## src/rtl/spi_reg_decoder_pkg.sv

```systemverilog
// Shared definitions for the SPI register decoder: register map, FSM state
// encoding and the default header/reset constants.
package spi_reg_decoder_pkg;

    localparam int NUM_REGS_DEF = 6;
    localparam int ADDR_W       = 3;

    localparam int REG_RED   = 0;
    localparam int REG_GREEN = 1;
    localparam int REG_BLUE  = 2;
    localparam int REG_WHITE = 3;
    localparam int REG_LUM   = 4;
    localparam int REG_CTRL  = 5;

    localparam logic [3:0] SYNC_NIBBLE_DEF = 4'hA;
    localparam logic [7:0] LUM_RST_DEF     = 8'hFF;

    typedef enum logic [1:0] {
        ST_IDLE = 2'd0,
        ST_HDR  = 2'd1,
        ST_DATA = 2'd2,
        ST_DROP = 2'd3
    } state_e;

    // Reset value of a register slot; only lum powers up non-zero.
    function automatic logic [7:0] reg_rst_val(input int idx, input logic [7:0] lum_rst);
        return (idx == REG_LUM) ? lum_rst : 8'h00;
    endfunction

endpackage

```

## src/rtl/spi_reg_bank.sv

```systemverilog
// Shadow and committed register storage. Writes land in the shadows; commit
// copies shadows (including a same-cycle write) to the outputs, restore undoes them.
module spi_reg_bank
    import spi_reg_decoder_pkg::*;
#(
    parameter int         NUM_REGS = NUM_REGS_DEF,
    parameter logic [7:0] LUM_RST  = LUM_RST_DEF
) (
    input  logic                     clk,
    input  logic                     reset,
    input  logic                     en,
    input  logic                     we,
    input  logic [ADDR_W-1:0]        addr,
    input  logic [7:0]               wdata,
    input  logic                     commit,
    input  logic                     restore,
    output logic [NUM_REGS-1:0][7:0] regs_o
);

    genvar gi;
    generate
        for (gi = 0; gi < NUM_REGS; gi++) begin : g_reg
            localparam logic [7:0] RST_VAL = reg_rst_val(gi, LUM_RST);

            logic [7:0] shadow_q;
            logic [7:0] shadow_d;
            logic [7:0] committed_q;
            logic [7:0] committed_d;

            always_comb begin
                shadow_d = shadow_q;
                if (restore) begin
                    shadow_d = committed_q;
                end else if (we && (addr == ADDR_W'(gi))) begin
                    shadow_d = wdata;
                end
                committed_d = commit ? shadow_d : committed_q;
            end

            always_ff @(posedge clk) begin
                if (en) begin
                    if (!reset) begin
                        shadow_q    <= RST_VAL;
                        committed_q <= RST_VAL;
                    end else begin
                        shadow_q    <= shadow_d;
                        committed_q <= committed_d;
                    end
                end
            end

            assign regs_o[gi] = committed_q;
        end
    endgenerate

endmodule

```

## src/rtl/spi_reg_decoder.sv

```systemverilog
// Frame parser between the SPI byte receiver and the PWM/mixer stages:
// header check, auto-incrementing shadow writes, atomic commit at frame end.
module spi_reg_decoder
    import spi_reg_decoder_pkg::*;
#(
    parameter int         NUM_REGS    = NUM_REGS_DEF,
    parameter logic [3:0] SYNC_NIBBLE = SYNC_NIBBLE_DEF,
    parameter logic [7:0] LUM_RST     = LUM_RST_DEF
) (
    input  logic       clk,
    input  logic       reset,
    input  logic       clk_half,
    input  logic       cs,
    input  logic       rdy,
    input  logic [7:0] data,
    output logic [7:0] red,
    output logic [7:0] green,
    output logic [7:0] blue,
    output logic [7:0] white,
    output logic [7:0] lum,
    output logic [7:0] ctrl,
    output logic       upd,
    output logic       err
);

    localparam int CNT_W = $clog2(NUM_REGS + 1);

    state_e              state_q, state_d;
    logic [ADDR_W-1:0]   ptr_q, ptr_d;
    logic [CNT_W-1:0]    cnt_q, cnt_d;
    logic                cs_q, cs_d;
    logic                upd_q, upd_d;
    logic                err_q, err_d;

    logic                en;
    logic                frame_end;
    logic                hdr_ok;
    logic                we;
    logic                commit;
    logic                restore;
    logic                hdr_unused;
    logic [NUM_REGS-1:0][7:0] regs;

    assign en         = ~clk_half;
    assign frame_end  = ~cs_q & cs;
    assign hdr_ok     = (data[7:4] == SYNC_NIBBLE) &&
                        ({1'b0, data[ADDR_W-1:0]} < (ADDR_W+1)'(NUM_REGS));
    // Header bit 3 is reserved.
    assign hdr_unused = data[3];

    always_comb begin
        state_d = state_q;
        ptr_d   = ptr_q;
        cnt_d   = cnt_q;
        cs_d    = cs;
        upd_d   = 1'b0;
        err_d   = err_q;
        we      = 1'b0;
        commit  = 1'b0;
        restore = 1'b0;

        case (state_q)
            ST_IDLE: begin
                if (!cs) begin
                    state_d = ST_HDR;
                end
            end
            ST_HDR: begin
                // A header byte coinciding with frame end is simply discarded.
                if (rdy && !frame_end) begin
                    if (hdr_ok) begin
                        ptr_d   = data[ADDR_W-1:0];
                        cnt_d   = '0;
                        state_d = ST_DATA;
                    end else begin
                        err_d   = 1'b1;
                        state_d = ST_DROP;
                    end
                end
            end
            ST_DATA: begin
                if (rdy) begin
                    if (cnt_q == CNT_W'(NUM_REGS)) begin
                        err_d   = 1'b1;
                        state_d = ST_DROP;
                    end else begin
                        we    = 1'b1;
                        cnt_d = cnt_q + 1'b1;
                        ptr_d = (ptr_q == ADDR_W'(NUM_REGS - 1)) ? '0 : ptr_q + 1'b1;
                    end
                end
            end
            default: begin
            end
        endcase

        // End condition is judged after the same-cycle byte has been applied.
        if (frame_end) begin
            if ((state_d == ST_DATA) && (cnt_d != '0)) begin
                commit = 1'b1;
                upd_d  = 1'b1;
                err_d  = 1'b0;
            end else begin
                restore = 1'b1;
            end
            state_d = ST_IDLE;
        end
    end

    always_ff @(posedge clk) begin
        if (en) begin
            if (!reset) begin
                state_q <= ST_IDLE;
                ptr_q   <= '0;
                cnt_q   <= '0;
                cs_q    <= 1'b1;
                upd_q   <= 1'b0;
                err_q   <= 1'b0;
            end else begin
                state_q <= state_d;
                ptr_q   <= ptr_d;
                cnt_q   <= cnt_d;
                cs_q    <= cs_d;
                upd_q   <= upd_d;
                err_q   <= err_d;
            end
        end
    end

    spi_reg_bank #(
        .NUM_REGS (NUM_REGS),
        .LUM_RST  (LUM_RST)
    ) u_bank (
        .clk     (clk),
        .reset   (reset),
        .en      (en),
        .we      (we),
        .addr    (ptr_q),
        .wdata   (data),
        .commit  (commit),
        .restore (restore),
        .regs_o  (regs)
    );

    assign red   = regs[REG_RED];
    assign green = regs[REG_GREEN];
    assign blue  = regs[REG_BLUE];
    assign white = regs[REG_WHITE];
    assign lum   = regs[REG_LUM];
    assign ctrl  = regs[REG_CTRL];
    assign upd   = upd_q;
    assign err   = err_q;

endmodule

```

## config.mk

```make
export PLATFORM = sky130hd
export DESIGN_NAME = spi_reg_decoder
export DESIGN_NICKNAME = d
export VERILOG_FILES = /design/src/rtl/spi_reg_decoder_pkg.sv /design/src/rtl/spi_reg_bank.sv /design/src/rtl/spi_reg_decoder.sv
export SDC_FILE = /design/constraint.sdc
export NUM_CORES = 1
export LEC_CHECK = 0
export BUFFER_PORTS_ARGS = -buffer_cell sky130_fd_sc_hd__buf_2
export CORE_AREA = 2 2 113 115
export CTS_CLUSTER_SIZE = 14
export DETAILED_ROUTE_END_ITERATION = 6
export DIE_AREA = 0 0 115 117
export GPL_TIMING_DRIVEN = 0
export PLACE_DENSITY = 0.69
export SYNTH_ARGS = -nofsm -noshare
export SYNTH_HDL_FRONTEND = slang
export SYNTH_SLANG_ARGS = --single-unit
```

## constraint.sdc

```tcl
create_clock -name clk -period 14.1 [get_ports clk]
set_input_delay 0.705 -clock clk [delete_from_list [all_inputs] [get_ports clk]]
set_output_delay 0.705 -clock clk [all_outputs]
set_load 0.02 [all_outputs]
```

Yosys cells after proc, flatten, opt, wreduce, memory -nomap -nowiden
Index checks and enable logic that the tools add are counted.
{"block": "classes", "muxes": 49, "eq_ne": 16, "n_reduce_logical": 16, "bitwise_logic": 4, "magnitude_cmp": 1, "add_sub_neg": 2}
{"operator": "2-to-1 mux 8 bit", "n": 18}
{"operator": "2-to-1 mux 3 bit", "n": 9}
{"operator": "2-to-1 mux 1 bit", "n": 14}
{"operator": "!= test 3 bit, second input constant", "n": 4}
{"operator": "one-hot mux 3 bit (2 select lines)", "n": 2}
{"operator": "== test 3 bit, second input constant", "n": 3}
{"operator": "logical AND 1 bit", "n": 9}
{"operator": "2-to-1 mux 2 bit", "n": 4}
{"operator": "adder 3 x 1 -> 3 bit, second input constant", "n": 2}
{"operator": "== test 3 x 2 -> 1 bit, second input constant", "n": 2}
{"operator": "one-hot mux 2 bit (3 select lines)", "n": 1}
{"operator": "AND reduction 6 bit", "n": 1}
{"operator": "== test 2 bit, second input constant", "n": 2}
{"operator": "== test 4 bit, second input constant", "n": 1}
{"operator": "== test 3 x 1 -> 1 bit, second input constant", "n": 1}
{"operator": "zero test 3 bit", "n": 1}
{"operator": "less-than comparator 3 bit, second input constant", "n": 1}
{"operator": "!= test 3 x 1 -> 1 bit, second input constant", "n": 1}
{"operator": "NOT 1 bit", "n": 3}
{"operator": "nonzero test 3 bit", "n": 1}
{"operator": "== test 2 x 1 -> 1 bit, second input constant", "n": 1}
{"operator": "zero test 2 bit", "n": 1}
{"operator": "!= test 2 x 1 -> 1 bit, second input constant", "n": 1}
{"operator": "one-hot mux 1 bit (2 select lines)", "n": 1}
{"operator": "other kinds (4)", "n": 4}
{"block": "totals", "inputBits": 13, "ff_bits": 107, "word_cells": 106, "output_inout_bits": 50}

Logic depth before layout (Yosys ltp)
Gate-level depths: netlist (run 1).
{"block": "depth", "word_depth": 12, "mapped_depth": 11}

Hierarchy
A second synthesis (run 1) with hierarchy kept.
{"block": "unflattened", "cells_unflattened": 376, "hier_area_um2": 5013.6}
{"module": "spi_reg_bank", "n_inst": 1, "cells_per_inst": 284, "area_each_um2": 4098.9, "seq_area_each_um2": 2882.8}
{"module": "spi_reg_decoder", "n_inst": 1, "cells_per_inst": 92, "area_each_um2": 914.6, "seq_area_each_um2": 330.3}

Least setup slack after synthesis (run 1)
Ideal clock, no wire load.
{"block": "synth_path", "path_type": "input to register", "startpoint": "input port data[1]", "endpoint": "register u_bank.g_reg[0].committed_q[0] (enable)", "path_stages": 9, "t_arrival_ns": 4.383, "n_path_buf": 3, "path_slack_ns": 9.247, "setup_time_ns": 0.470, "path_cell_list": "clkbuf_1 -> nand2_1 -> a41o_1 -> o2bb2ai_1 -> nand3_1 -> buf_4 -> buf_2 -> nand3_1 -> a21oi_1"}
{"block": "synth_via", "elab_chain_cells": 11, "word_cells_on_any_way": 15}
{"element": "from (decl)", "line": "spi_reg_decoder.sv:15", "rtl": "input logic [7:0] data,"}
{"element": "less-than comparator 3 bit *", "line": "spi_reg_decoder.sv:47", "rtl": "({1'b0, data[ADDR_W-1:0]} < (ADDR_W+1)'(NUM_REGS));"}
{"element": "logical AND 1 bit *", "line": "spi_reg_decoder.sv:46", "rtl": "assign hdr_ok = (data[7:4] == SYNC_NIBBLE) &&"}
{"element": "2-to-1 mux 1 bit or 2-to-1 mux 3 bit (tied branches)", "line": "spi_reg_decoder.sv:71", "rtl": "if (hdr_ok) begin"}
{"element": "2-to-1 mux 2 bit or 2-to-1 mux 3 bit (tied branches)", "line": "spi_reg_decoder.sv:70", "rtl": "if (rdy && !frame_end) begin"}
{"element": "one-hot mux 2 bit (3 select lines) or one-hot mux 3 bit (2 select lines) (tied branches)", "line": "spi_reg_decoder.sv:62", "rtl": "case (state_q)"}
{"element": "== test 2 bit or nonzero test 3 bit (tied branches)", "line": "spi_reg_decoder.sv:99", "rtl": "if ((state_d == ST_DATA) && (cnt_d != '0)) begin"}
{"element": "logical AND 1 bit *", "line": "spi_reg_decoder.sv:99"}
{"element": "2-to-1 mux 1 bit *", "line": "spi_reg_decoder.sv:99"}
{"element": "2-to-1 mux 1 bit *"}
{"element": "!= test 2 x 1 -> 1 bit (no source line) *"}
{"element": "AND reduction 2 bit (no source line) *"}
{"element": "to (signal assigned)", "line": "spi_reg_bank.sv:47", "rtl": "committed_q <= committed_d;"}
{"element": "to (decl)", "line": "spi_reg_bank.sv:27", "rtl": "logic [7:0] committed_q;"}
Mark *: on every way between the ends. The rest lies on a longest branch, timed or not.
A chain may end at the register's enable or synchronous reset.

Worst setup path after layout (run 1)
{"block": "layout_path", "startpoint": "register state_q[0]", "endpoint": "register u_bank.g_reg[2].committed_q[0] (enable)"}
{"block": "layout_via", "elab_chain_cells": 9, "word_cells_on_any_way": 16}
{"element": "from (decl)", "line": "spi_reg_decoder.sv:28", "rtl": "state_e state_q, state_d;"}
{"element": "from (signal assigned)", "line": "spi_reg_decoder.sv:120", "rtl": "state_q <= state_d;"}
{"element": "2-to-1 mux 2 bit", "line": "spi_reg_decoder.sv:83", "rtl": "if (cnt_q == CNT_W'(NUM_REGS)) begin"}
{"element": "2-to-1 mux 2 bit", "line": "spi_reg_decoder.sv:82", "rtl": "if (rdy) begin"}
{"element": "one-hot mux 2 bit (3 select lines)", "line": "spi_reg_decoder.sv:62"}
{"element": "== test 2 bit", "line": "spi_reg_decoder.sv:99"}
{"element": "logical AND 1 bit *", "line": "spi_reg_decoder.sv:99"}
{"element": "2-to-1 mux 1 bit *", "line": "spi_reg_decoder.sv:99"}
{"element": "2-to-1 mux 1 bit *"}
{"element": "!= test 2 x 1 -> 1 bit (no source line) *"}
{"element": "AND reduction 2 bit (no source line) *"}
{"element": "to (signal assigned)", "line": "spi_reg_bank.sv:47"}
{"element": "to (decl)", "line": "spi_reg_bank.sv:27"}
Marks and branches as above.

==> flow_summary.json, run 1 <==
{
  "seqPwrFrac": 0.514,
  "setup_ws_ns": 10.17,
  "maxSlewViolCount": 0,
  "synthToLayoutAreaGrowth_pct": 15.17,
  "core_um2": 12310,
  "dr.pass1.iters": 5,
  "yosysMostFrequentCell": "edfxtp_1",
  "p_int_uw": 537.6,
  "worst-path-max-fanout": 25,
  "met2_length_um": 6555,
  "ioPinCount": 63,
  "antenna_found_initial": 0,
  "cts_tree": "yes",
  "yosysWarningCount": 0,
  "worst_slew_pin_slew_ns": 0.9440,
  "wl_per_cell_um": 21.78,
  "gr-usage-all-layers": 0.2181,
  "synth_area_um2": 5393,
  "whs_ns": 0.6560,
  "setup_viol": 0,
  "routabilityCongestion": 0.8474,
  "power.density_nw_per_um2": 121.5,
  "rsz0062_at_grt": "no",
  "chipHeight_um": 117,
  "grt_max_degree": 31,
  "routed_wl_um": 14050,
  "p_comb_frac": 0.164,
  "power.share.clock": 0.322,
  "cts.sinks": 107,
  "antenna_cells": 0,
  "preCtsSetupSlack_ns": 9.847,
  "dp_hpwl_um": 9131,
  "dieArea_um2": 13460,
  "wl_met1_um": 6142,
  "p_leak_nw": 2.155,
  "peakVddDrop_mv": 0.09332,
  "drt.antenna.violating_nets": 0,
  "worst-setup-path-type": "flop to flop",
  "critPathCaptureType": "flop",
  "drtIter0Drc": 303,
  "max-clock-path-buffers": 2,
  "fmax_ghz": 0.2542,
  "synth_area_leaders": "edfxtp_1 60%, a211oi_1 10%, mux2i_1 6.5%",
  "vias": 4006,
  "routed.top_layer": "met4",
  "netlist_instances": 417,
  "switchingPower_uw": 217.0,
  "synth_edf_count": 107,
  "power_switching_share": 0.2876,
  "startpoint_type": "flop",
  "drc": 0,
  "synth-seq-cells": 107,
  "clock_skew_ns": 0.008978,
  "min_path_type": "input pin to flop",
  "die_w_um": 115,
  "wl_met3_um": 1084,
  "place.port_buffers": 60,
  "layout-drive-gt1-share": 0.2323,
  "synth_ff_type": "edfxtp_1",
  "grt_pass1_wl_um": 22090,
  "cts_setup_buffers": 0,
  "viasPerCell": 6.211,
  "status": "completed",
  "cts_resized": 0,
  "ys_seq_area_frac": 0.5958,
  "syn_avg_cell_area_um2": 12.93,
  "initial_core_util": 0.4380,
  "yosysTopAreaCell": "edfxtp_1",
  "clock_latency_ns": 0.36,
  "arrival_ns": 3.99,
  "final.min_clock_period_ns": 3.933,
  "syn_nets": 437,
  "cts_hold_buf": 0,
  "totalNegativeSetupSlack_ns": 0,
  "cts_buffers": 9,
  "rows": 41,
  "period_share": 0.2790,
  "slew_headroom": 0.3693,
  "nets": 510,
  "grt_overflow_total": 0,
  "async_reset_ff_frac": 0,
  "ys_types": 45,
  "synth_top_area_frac": 0.5958,
  "htree_num_levels": 3,
  "finish.utilization": 0.5045,
  "cp.required_ns": 14.16,
  "synthTopCellsByCount": "107 x edfxtp_1, 72 x a211oi_1, 35 x mux2i_1, 30 x nor2_1, 19 x clkbuf_1",
  "clkTransAtPathRegs_ns": 0.08,
  "root_buffer": "clkbuf_16",
  "cap_violations": 0,
  "finalHoldViolCount": 0,
  "grt_pass1_vias": 3994
}
==> power by group through the flow <==
stage / combinational, mW / clock (mW) / sequential [mW]
3_3_place_gp: 0.118 / 0 / 0.396
5_1_grt: 0.136 / 0.256 / 0.390
6_report: 0.124 / 0.243 / 0.388
4_1_cts: 0.124 / 0.244 / 0.388
3_5_place_dp: 0.123 / 0 / 0.395
2_1_floorplan: 0.0721 / 0 / 0.404
==> sequential cells by signal, indices dropped and copies added, names as in the netlist <==
name / flops
state_q: 2
cnt_q: 3
err: 1
u_bank.g.committed_q: 48
cs_q: 1
upd: 1
u_bank.g.shadow_q: 48
ptr_q: 3
==> path summary, 6_finish.rpt <==
check	slack (ns)	depth (start not counted)	startpoint	end
worst min register to register	0.71	2	u_bank.g_reg[3].shadow_q[0]$_SDFFCE_PN0N_	u_bank.g_reg[3].committed_q[0]$_SDFFCE_PN0P_
worst max-delay path	10.17	12	state_q[0]$_SDFFCE_PP0N_	u_bank.g_reg[2].committed_q[0]$_SDFFCE_PN0P_
worst max register to register	10.17	12	state_q[0]$_SDFFCE_PP0N_	u_bank.g_reg[2].committed_q[0]$_SDFFCE_PN0P_
worst min-delay path	0.66	2	cs	cs_q$_SDFFCE_PN1N_
==> placed cells by master (no fill, tap or decap), types with 2 or more instances in the layout <==
cell and n:
edfxtp_1 107, a211oi_1 72, buf_2 67, mux2i_1 35
nor2_1 30, clkbuf_1 19, nand2_1 18, a311oi_1 16
nand3_1 11, inv_1 9, o22ai_1 9, clkbuf_16 9
mux2_2 8, or3_1 8, a21oi_1 7, ha_1 7
nand2b_1 6, buf_6 5, o21ai_0 4, clkinv_4 4
buf_4 3, buf_1 3, nand4_1 3, a21o_1 2
inv_2 2, and3_1 2, nor3_4 2, a211oi_2 2
clkinv_2 2, buf_12 2
==> per-layer routing <==
layer,vias to the layer above,GRT usage
met5,-,0
met4,0,0.06667
met3,22,0.06694
met2,172,0.3333
met1,2006,0.3011
li1,1806,-
==> worst max-delay path, cell delays in order (launching register included) <==
cell	delay, ns
edfxtp_1	0.44
inv_1	0.10
ha_1	0.28
clkbuf_1	0.29
nand4_1	0.17
o22ai_1	0.25
nor2_1	0.07
nand3_1	0.18
buf_4	0.22
buf_2	0.27
nand3_1	0.23
a21oi_4	0.81
buf_12	0.28
==> per-stage QoR <==
step,power [mW],cell area [µm²],cells
floorplan,0.4756,5393,417
global placement,0.5134,5881,627
detailed placement,0.5177,5932,629
CTS,0.7554,6211,645
global route,0.7819,6211,645
finish,0.7546,6211,645
==> logic make-up (layout without fill, tap and decap cells) <==
family | after synthesis | count (layout) | synth area share
and+or+nand+nor | 88 | 88 | 0.08585
muxes | 43 | 43 | 0.08167
AOI/OAI and AO/OA | 123 | 123 | 0.1754
buffers and inverters | 49 | 127 | 0.04501
adders and majority gates | 7 | 7 | 0.01624
DFF | 107 | 107 | 0.5958
==> layout make-up <==
| cell class | instances | area [µm²] |
|---|---|---|
| Buffer | 38 | 201.4 |
| Clock buffer | 9 | 225.2 |
| Clock inverter | 7 | 53.80 |
| Fill cell | 1073 | 6101 |
| Inverter | 11 | 41.29 |
| Multi-Input combinational cell | 261 | 1948 |
| Sequential cell | 107 | 3213 |
| Tap cell | 150 | 187.7 |
| Timing Repair Buffer | 62 | 340.3 |
Note: power is estimated with default switching activity, not from simulation.
==> run 2: changes to the inputs <==
--- a/config.mk
+++ b/config.mk
@@ -11,7 +11,7 @@
 export DETAILED_ROUTE_END_ITERATION = 6
 export DIE_AREA = 0 0 115 117
 export GPL_TIMING_DRIVEN = 0
-export PLACE_DENSITY = 0.69
+export PLACE_DENSITY = 0.72
 export SYNTH_ARGS = -nofsm -noshare
 export SYNTH_HDL_FRONTEND = slang
 export SYNTH_SLANG_ARGS = --single-unit
==> constraint.sdc (replaced) <==
create_clock -name clk -period 3.25 [get_ports clk]
set_input_delay 0.1625 -clock clk [delete_from_list [all_inputs] [get_ports clk]]
set_output_delay 0.1625 -clock clk [all_outputs]
set_load 0.02 [all_outputs]
==> flow_summary.json, run 2 (synthesis results as in run 1) <==
{
  "cp.required_ns": 3.32,
  "min_from": "cs",
  "grt_use_met2": 0.3431,
  "path_buf_inv": 3,
  "root_buffer": "clkbuf_16",
  "antenna_cells": 0,
  "rows": 41,
  "cts_tree": "yes",
  "routabilityCongestion": 0.8660,
  "grt_util_met1": 0.2869,
  "multiInputGateArea_um2": 1979,
  "whs_ns": 0.1322,
  "wl_per_cell_um": 21.39,
  "totalNegativeSetupSlack_ns": 0,
  "crit_chain": "inv_1 -> ha_1 -> buf_4 -> inv_2 -> a211oi_4 -> nor4b_4 -> mux2_2 -> o22ai_1 -> a311oi_1",
  "synthToLayoutAreaGrowth_pct": 16.66,
  "grt_max_degree": 37,
  "die_w_um": 115,
  "dp_hpwl_um": 9125,
  "worst-setup-path-type": "flop to flop",
  "chipHeight_um": 117,
  "initial_core_util": 0.4380,
  "final.min_clock_period_ns": 3.030,
  "core_um2": 12310,
  "place.port_buffers": 60,
  "rrSetupSlack_ns": 0.22,
  "grt_pass1_wl_um": 21600,
  "gr-usage-all-layers": 0.2107,
  "vias": 4027,
  "finalHoldViolCount": 0,
  "rr_startpoint": "state_q[0]$_SDFFCE_PP0N_",
  "worstRegToRegCells": 9,
  "cts_buffers": 9,
  "fmax_ghz": 0.3300,
  "maxSlewViolCount": 0,
  "drc": 0,
  "reg_top3": "u_bank.g.committed_q: 48 flops, u_bank.g.shadow_q: 48 flops",
  "grt_pass1_vias": 3940,
  "busiest_layer": "met2",
  "cp_top_family": "simple AND/OR/NAND/NOR gates",
  "clock_skew_ns": 0.01033,
  "power.density_nw_per_um2": 529.0,
  "hold_end": "cs_q$_SDFFCE_PN1N_",
  "max-clock-path-buffers": 2,
  "clock_latency_ns": 0.35,
  "dr.pass1.iters": 4,
  "cts_hold_buf": 0,
  "finish.utilization": 0.5110,
  "peakVddDrop_mv": 0.3011,
  "register_area_um2": 3213,
  "final_cell_mix": "107 x edfxtp_1, 72 x a211oi_1, 66 x buf_2",
  "fillerInstances": 1072,
  "htree_num_levels": 3,
  "stdcell_count": 648,
  "min_path_cells": 2,
  "clkTransAtPathRegs_ns": 0.07,
  "period_share": 0.9323,
  "cpPeakStageDelay_ns": 0.61,
  "dp_cells": 629,
  "slew_headroom": 0.4961,
  "finalPower_mw": 3.328,
  "critPathCaptureType": "flop",
  "setup_viol": 0,
  "layout-drive-gt1-share": 0.2410,
  "nets": 513,
  "arrival_ns": 3.10,
  "antenna_found_initial": 0,
  "routed_wl_um": 13860,
  "rr_endpoint": "u_bank.g_reg[4].shadow_q[4]$_SDFFCE_PN1N_",
  "drt.antenna.violating_nets": 0,
  "viasPerCell": 6.215,
  "cap_violations": 0,
  "grt_overflow_total": 0,
  "use_met3": 0.03913,
  "p_leak_nw": 2.180,
  "cts.sinks": 107,
  "critical_path.slowest_cell": "nor4b_4",
  "worst-path-max-fanout": 10,
  "dieArea_um2": 13460,
  "status": "completed",
  "rsz0062_at_grt": "no",
  "final_common_cell": "edfxtp_1",
  "startpoint_type": "flop",
  "min_path_type": "input pin to flop",
  "worst_slew_pin_slew_ns": 0.7559,
  "drtIter0Drc": 297,
  "ioPinCount": 63
}
## run 2: cell count changes in the layout (fill, tap and decap cells not counted), sizes merged
| cell | change |
|---|---|
| a21oi | +1 |
| buf | +3 |
| bufinv | +1 |
| clkinv | -3 |
| clkinvlp | +1 |
## run 2: final cells by class
| type | count | share of cell area |
|---|---|---|
| inverter | 11 | 0.006563 |
| multi-input combinational | 262 | 0.3146 |
| tap | 150 | 0.02983 |
| sequential | 107 | 0.5107 |
| buffer | 36 | 0.03063 |
| clock inverter | 6 | 0.01034 |
| timing repair buffer | 66 | 0.06086 |
| clock buffer | 10 | 0.03640 |
## run 2: worst register-to-register path, cell delays in order, from the launching register on
cell,delay [ns]
edfxtp_1,0.47
inv_1,0.14
ha_1,0.21
buf_4,0.20
inv_2,0.10
a211oi_4,0.31
nor4b_4,0.61
mux2_2,0.42
o22ai_1,0.19
a311oi_1,0.09
## run 2: per-stage QoR
stage / worst slack, ns / instance area, µm²
final: 0.2199 / 6291
after global placement: -0.8078 / 5892
after detailed placement: -0.5586 / 5932
after global routing: 0.04271 / 6291
after CTS: 0.1237 / 6286
after floorplan: 0.05650 / 5404
## run 2: worst max path at each step
| stage | start | endpoint | cells after the start |
|---|---|---|---|
| final | state_q[0]$_SDFFCE_PP0N_ | u_bank.g_reg[4].shadow_q[4]$_SDFFCE_PN1N_ | 9 |
| after global routing | state_q[0]$_SDFFCE_PP0N_ | u_bank.g_reg[2].committed_q[2]$_SDFFCE_PN0P_ | 11 |
| after floorplan | state_q[0]$_SDFFCE_PP0N_ | u_bank.g_reg[0].committed_q[0]$_SDFFCE_PN0P_ | 11 |
| after CTS | state_q[0]$_SDFFCE_PP0N_ | u_bank.g_reg[3].committed_q[2]$_SDFFCE_PN0P_ | 11 |
| after global placement | state_q[1]$_SDFFCE_PP0N_ | u_bank.g_reg[5].committed_q[4]$_SDFFCE_PN0P_ | 11 |
| after detailed placement | state_q[0]$_SDFFCE_PP0N_ | u_bank.g_reg[5].committed_q[6]$_SDFFCE_PN0P_ | 12 |
## run 2: metal layers
| metal | wire, µm | share of wire |
|---|---|---|
| met1 | 6006 | 0.43 |
| met2 | 6683 | 0.48 |
| met3 | 903 | 0.065 |
| met4 | 268 | 0.019 |
| met5 | 0 | 0 |
## run 2: timing repair
action / 4_1_cts / 5_1_grt
cloned: 1 / 0
setup buffers: 4 / 0
endpoints found under the setup margin: 48 / 36
resized for setup: 2 / 2
pin swaps: 2 / 0
## run 2: report_power, final
part	switching [mW]	total [mW]	internal (mW)
logic	0.375	0.546	0.172
registers	0.0424	1.68	1.64
clock network	0.499	1.10	0.600
total	0.916	3.33	2.41
==> run 3: changes to the inputs <==
--- a/config.mk
+++ b/config.mk
@@ -6,12 +6,14 @@
 export NUM_CORES = 1
 export LEC_CHECK = 0
 export BUFFER_PORTS_ARGS = -buffer_cell sky130_fd_sc_hd__buf_2
-export CORE_AREA = 2 2 113 115
+export CAP_MARGIN = 15
+export CORE_AREA = 2 2 133 135
 export CTS_CLUSTER_SIZE = 14
 export DETAILED_ROUTE_END_ITERATION = 6
-export DIE_AREA = 0 0 115 117
+export DIE_AREA = 0 0 135 137
 export GPL_TIMING_DRIVEN = 0
-export PLACE_DENSITY = 0.72
+export PLACE_DENSITY = 0.54
 export SYNTH_ARGS = -nofsm -noshare
 export SYNTH_HDL_FRONTEND = slang
+export SYNTH_HIERARCHICAL = 1
 export SYNTH_SLANG_ARGS = --single-unit
==> flow_summary.json, run 3 <==
{
  "postPlaceCellArea_um2": 5736,
  "drtIter0Drc": 213,
  "ys_seq_area_frac": 0.6409,
  "synth_edf_count": 107,
  "slew_headroom": 0.4392,
  "final.min_clock_period_ns": 3.042,
  "fillerInstances": 1704,
  "yosysWarningCount": 6,
  "arrival_ns": 3.10,
  "stdcell_count": 682,
  "period_share": 0.9359,
  "rrSetupSlack_ns": 0.21,
  "cts_buffers": 9,
  "fmax_ghz": 0.3288,
  "worst-setup-path-type": "flop to flop",
  "synthSimpleGateAreaFrac": 0.08635,
  "viasPerCell": 5.035,
  "dr.pass1.iters": 5,
  "peakVddDrop_mv": 0.2702,
  "maxSlewViolCount": 0,
  "cts.sinks": 107,
  "ioPinCount": 63,
  "synth_top_family_by_area": "compound AO/OA/AOI/OAI gates",
  "final_cell_mix": "107 x edfxtp_1, 72 x buf_2, 37 x a21oi_1",
  "clkTransAtPathRegs_ns": 0.07,
  "rows": 48,
  "multiInputGateArea_um2": 1673,
  "synthTopCellsByCount": "107 x edfxtp_1, 37 x a21oi_1, 34 x mux2i_1, 30 x o21ai_0, 14 x clkbuf_1",
  "cp_top_family": "compound AO/OA/AOI/OAI gates",
  "rr_startpoint": "state_q[1]$_SDFFCE_PP0N_",
  "grt_max_degree": 35,
  "critical_path.slowest_cell": "a21boi_4",
  "dp_cells": 666,
  "finalPower_mw": 3.343,
  "cap_violations": 0,
  "netlist_instances": 376,
  "root_buffer": "clkbuf_16",
  "core_um2": 17060,
  "grt_pass1_vias": 3522,
  "synth-adder-area-share": 0.01497,
  "synth_compound_area_frac": 0.1530,
  "reg_top3": "u_bank/g.committed_q: 48 flops, u_bank/g.shadow_q: 48 flops",
  "totalNegativeSetupSlack_ns": 0,
  "place.port_buffers": 62,
  "antenna_cells": 0,
  "nets": 471,
  "syn_avg_cell_area_um2": 13.33,
  "drt.antenna.violating_nets": 0,
  "register_area_um2": 3213,
  "clock_latency_ns": 0.35,
  "initial_core_util": 0.2939,
  "worst-path-max-fanout": 18,
  "clock_skew_ns": 0.007291,
  "cts_tree": "yes",
  "cpPeakStageDelay_ns": 0.51,
  "endpoint": "u_bank/g_reg[4].committed_q[6]$_SDFFCE_PN1P_",
  "dieArea_um2": 18500,
  "die_w_um": 135,
  "fin_area_um2": 6093,
  "crit_cells": 11,
  "worst_slew_pin_slew_ns": 0.8400,
  "synth-seq-cells": 107,
  "yosysMostFrequentCell": "edfxtp_1",
  "crit_chain": "inv_2 -> ha_2 -> inv_1 -> a41oi_4 -> a2bb2oi_1 -> and3_1 -> nor2_1 -> inv_1 -> a21boi_4 -> buf_16 -> buf_16",
  "routabilityCongestion": 0.8193,
  "synth_top_area_frac": 0.6409,
  "layout-drive-gt1-share": 0.2648,
  "ys_types": 51,
  "max-clock-path-buffers": 2,
  "rr_endpoint": "u_bank/g_reg[4].committed_q[6]$_SDFFCE_PN1P_",
  "startpoint_type": "flop",
  "synth-xor-area-share": 0,
  "muxShareOfSynthArea": 0.06788,
  "p_leak_nw": 2.303,
  "vias": 3434,
  "finalHoldViolCount": 0,
  "grt_pass1_wl_um": 20140,
  "synth_ff_type": "edfxtp_1",
  "dp_hpwl_um": 8797,
  "critPathCaptureType": "flop",
  "gr-usage-all-layers": 0.1436,
  "status": "completed",
  "synth_area_leaders": "edfxtp_1 64%, mux2i_1 6.8%, a21oi_1 3.7%",
  "setup_viol": 0,
  "antenna_found_initial": 0,
  "drc": 0,
  "routed_wl_um": 12940,
  "path_buf_inv": 5,
  "async_reset_ff_frac": 0,
  "finish.utilization": 0.3572,
  "htree_num_levels": 3,
  "power.density_nw_per_um2": 548.6,
  "wl_per_cell_um": 18.98,
  "synth_area_um2": 5014,
  "crit_start": "state_q[1]$_SDFFCE_PP0N_",
  "grt_overflow_total": 0,
  "syn_nets": 395,
  "min_path_type": "input pin to flop",
  "synthToLayoutAreaGrowth_pct": 21.54,
  "worstRegToRegCells": 11,
  "final_common_cell": "edfxtp_1",
  "cp.required_ns": 3.31,
  "yosysTopAreaCell": "edfxtp_1",
  "chipHeight_um": 137
}
run 3: cell type report:
cell class | count | share of cell area
multi-input combinational | 227 | 0.2745
sequential | 107 | 0.5273
tap | 225 | 0.04620
timing repair buffer | 65 | 0.06324
inverter | 13 | 0.008008
buffer | 29 | 0.02485
clock inverter | 6 | 0.01828
clock buffer | 10 | 0.03758
run 3: cells by family after synthesis:
group                      Yosys count
muxes                               34
adders and majority gates            6
and+or+nand+nor                     69
DFF                                107
buffers and inverters               42
AOI/OAI and AO/OA                  118
run 3: per-stage QoR:
stage	worst slack, ns	hold WS (ns)
final	0.2084	0.1898
after global routing	-0.03021	0.1883
after CTS	0.006382	0.1784
after detailed placement	-0.09002	0.5444
after global placement	-5.436	0.5343
after floorplan	-2.309	0.3763
run 3: layer usage:
layer,share of wire,GRT usage,vias to the layer above
met1,0.46,0.1876,1710
met4,0.014,0.04977,0
met5,0,0,-
met2,0.48,0.2346,87
li1,-,-,1624
met3,0.050,0.03407,13
run 3: power breakdown:
group | total (mW) | switching (mW) | leakage, nW | internal (mW)
clock | 1.26 | 0.500 | 0.165 | 0.756
combinational | 0.416 | 0.274 | 1.11 | 0.142
sequential | 1.67 | 0.0401 | 1.03 | 1.63
run 3: worst min-delay path by stage:
stage | endpoint | slack [ns] | depth (start not counted) | start
floorplan | ptr_q[1]$_SDFFCE_PN0P_ | 0.38 | 1 | data[1]
global placement | ptr_q[2]$_SDFFCE_PN0P_ | 0.53 | 2 | clk_half
detailed placement | ptr_q[2]$_SDFFCE_PN0P_ | 0.54 | 2 | clk_half
CTS | ptr_q[1]$_SDFFCE_PN0P_ | 0.18 | 2 | clk_half
global route | ptr_q[1]$_SDFFCE_PN0P_ | 0.19 | 2 | clk_half
finish | ptr_q[0]$_SDFFCE_PN0P_ | 0.19 | 2 | clk_half
run 3: what timing repair did:
item                       4_1_cts  5_1_grt
hold buffers                     0        0
resized for setup                2        9
setup endpoints to repair       18       96
buffers inserted                 0        0
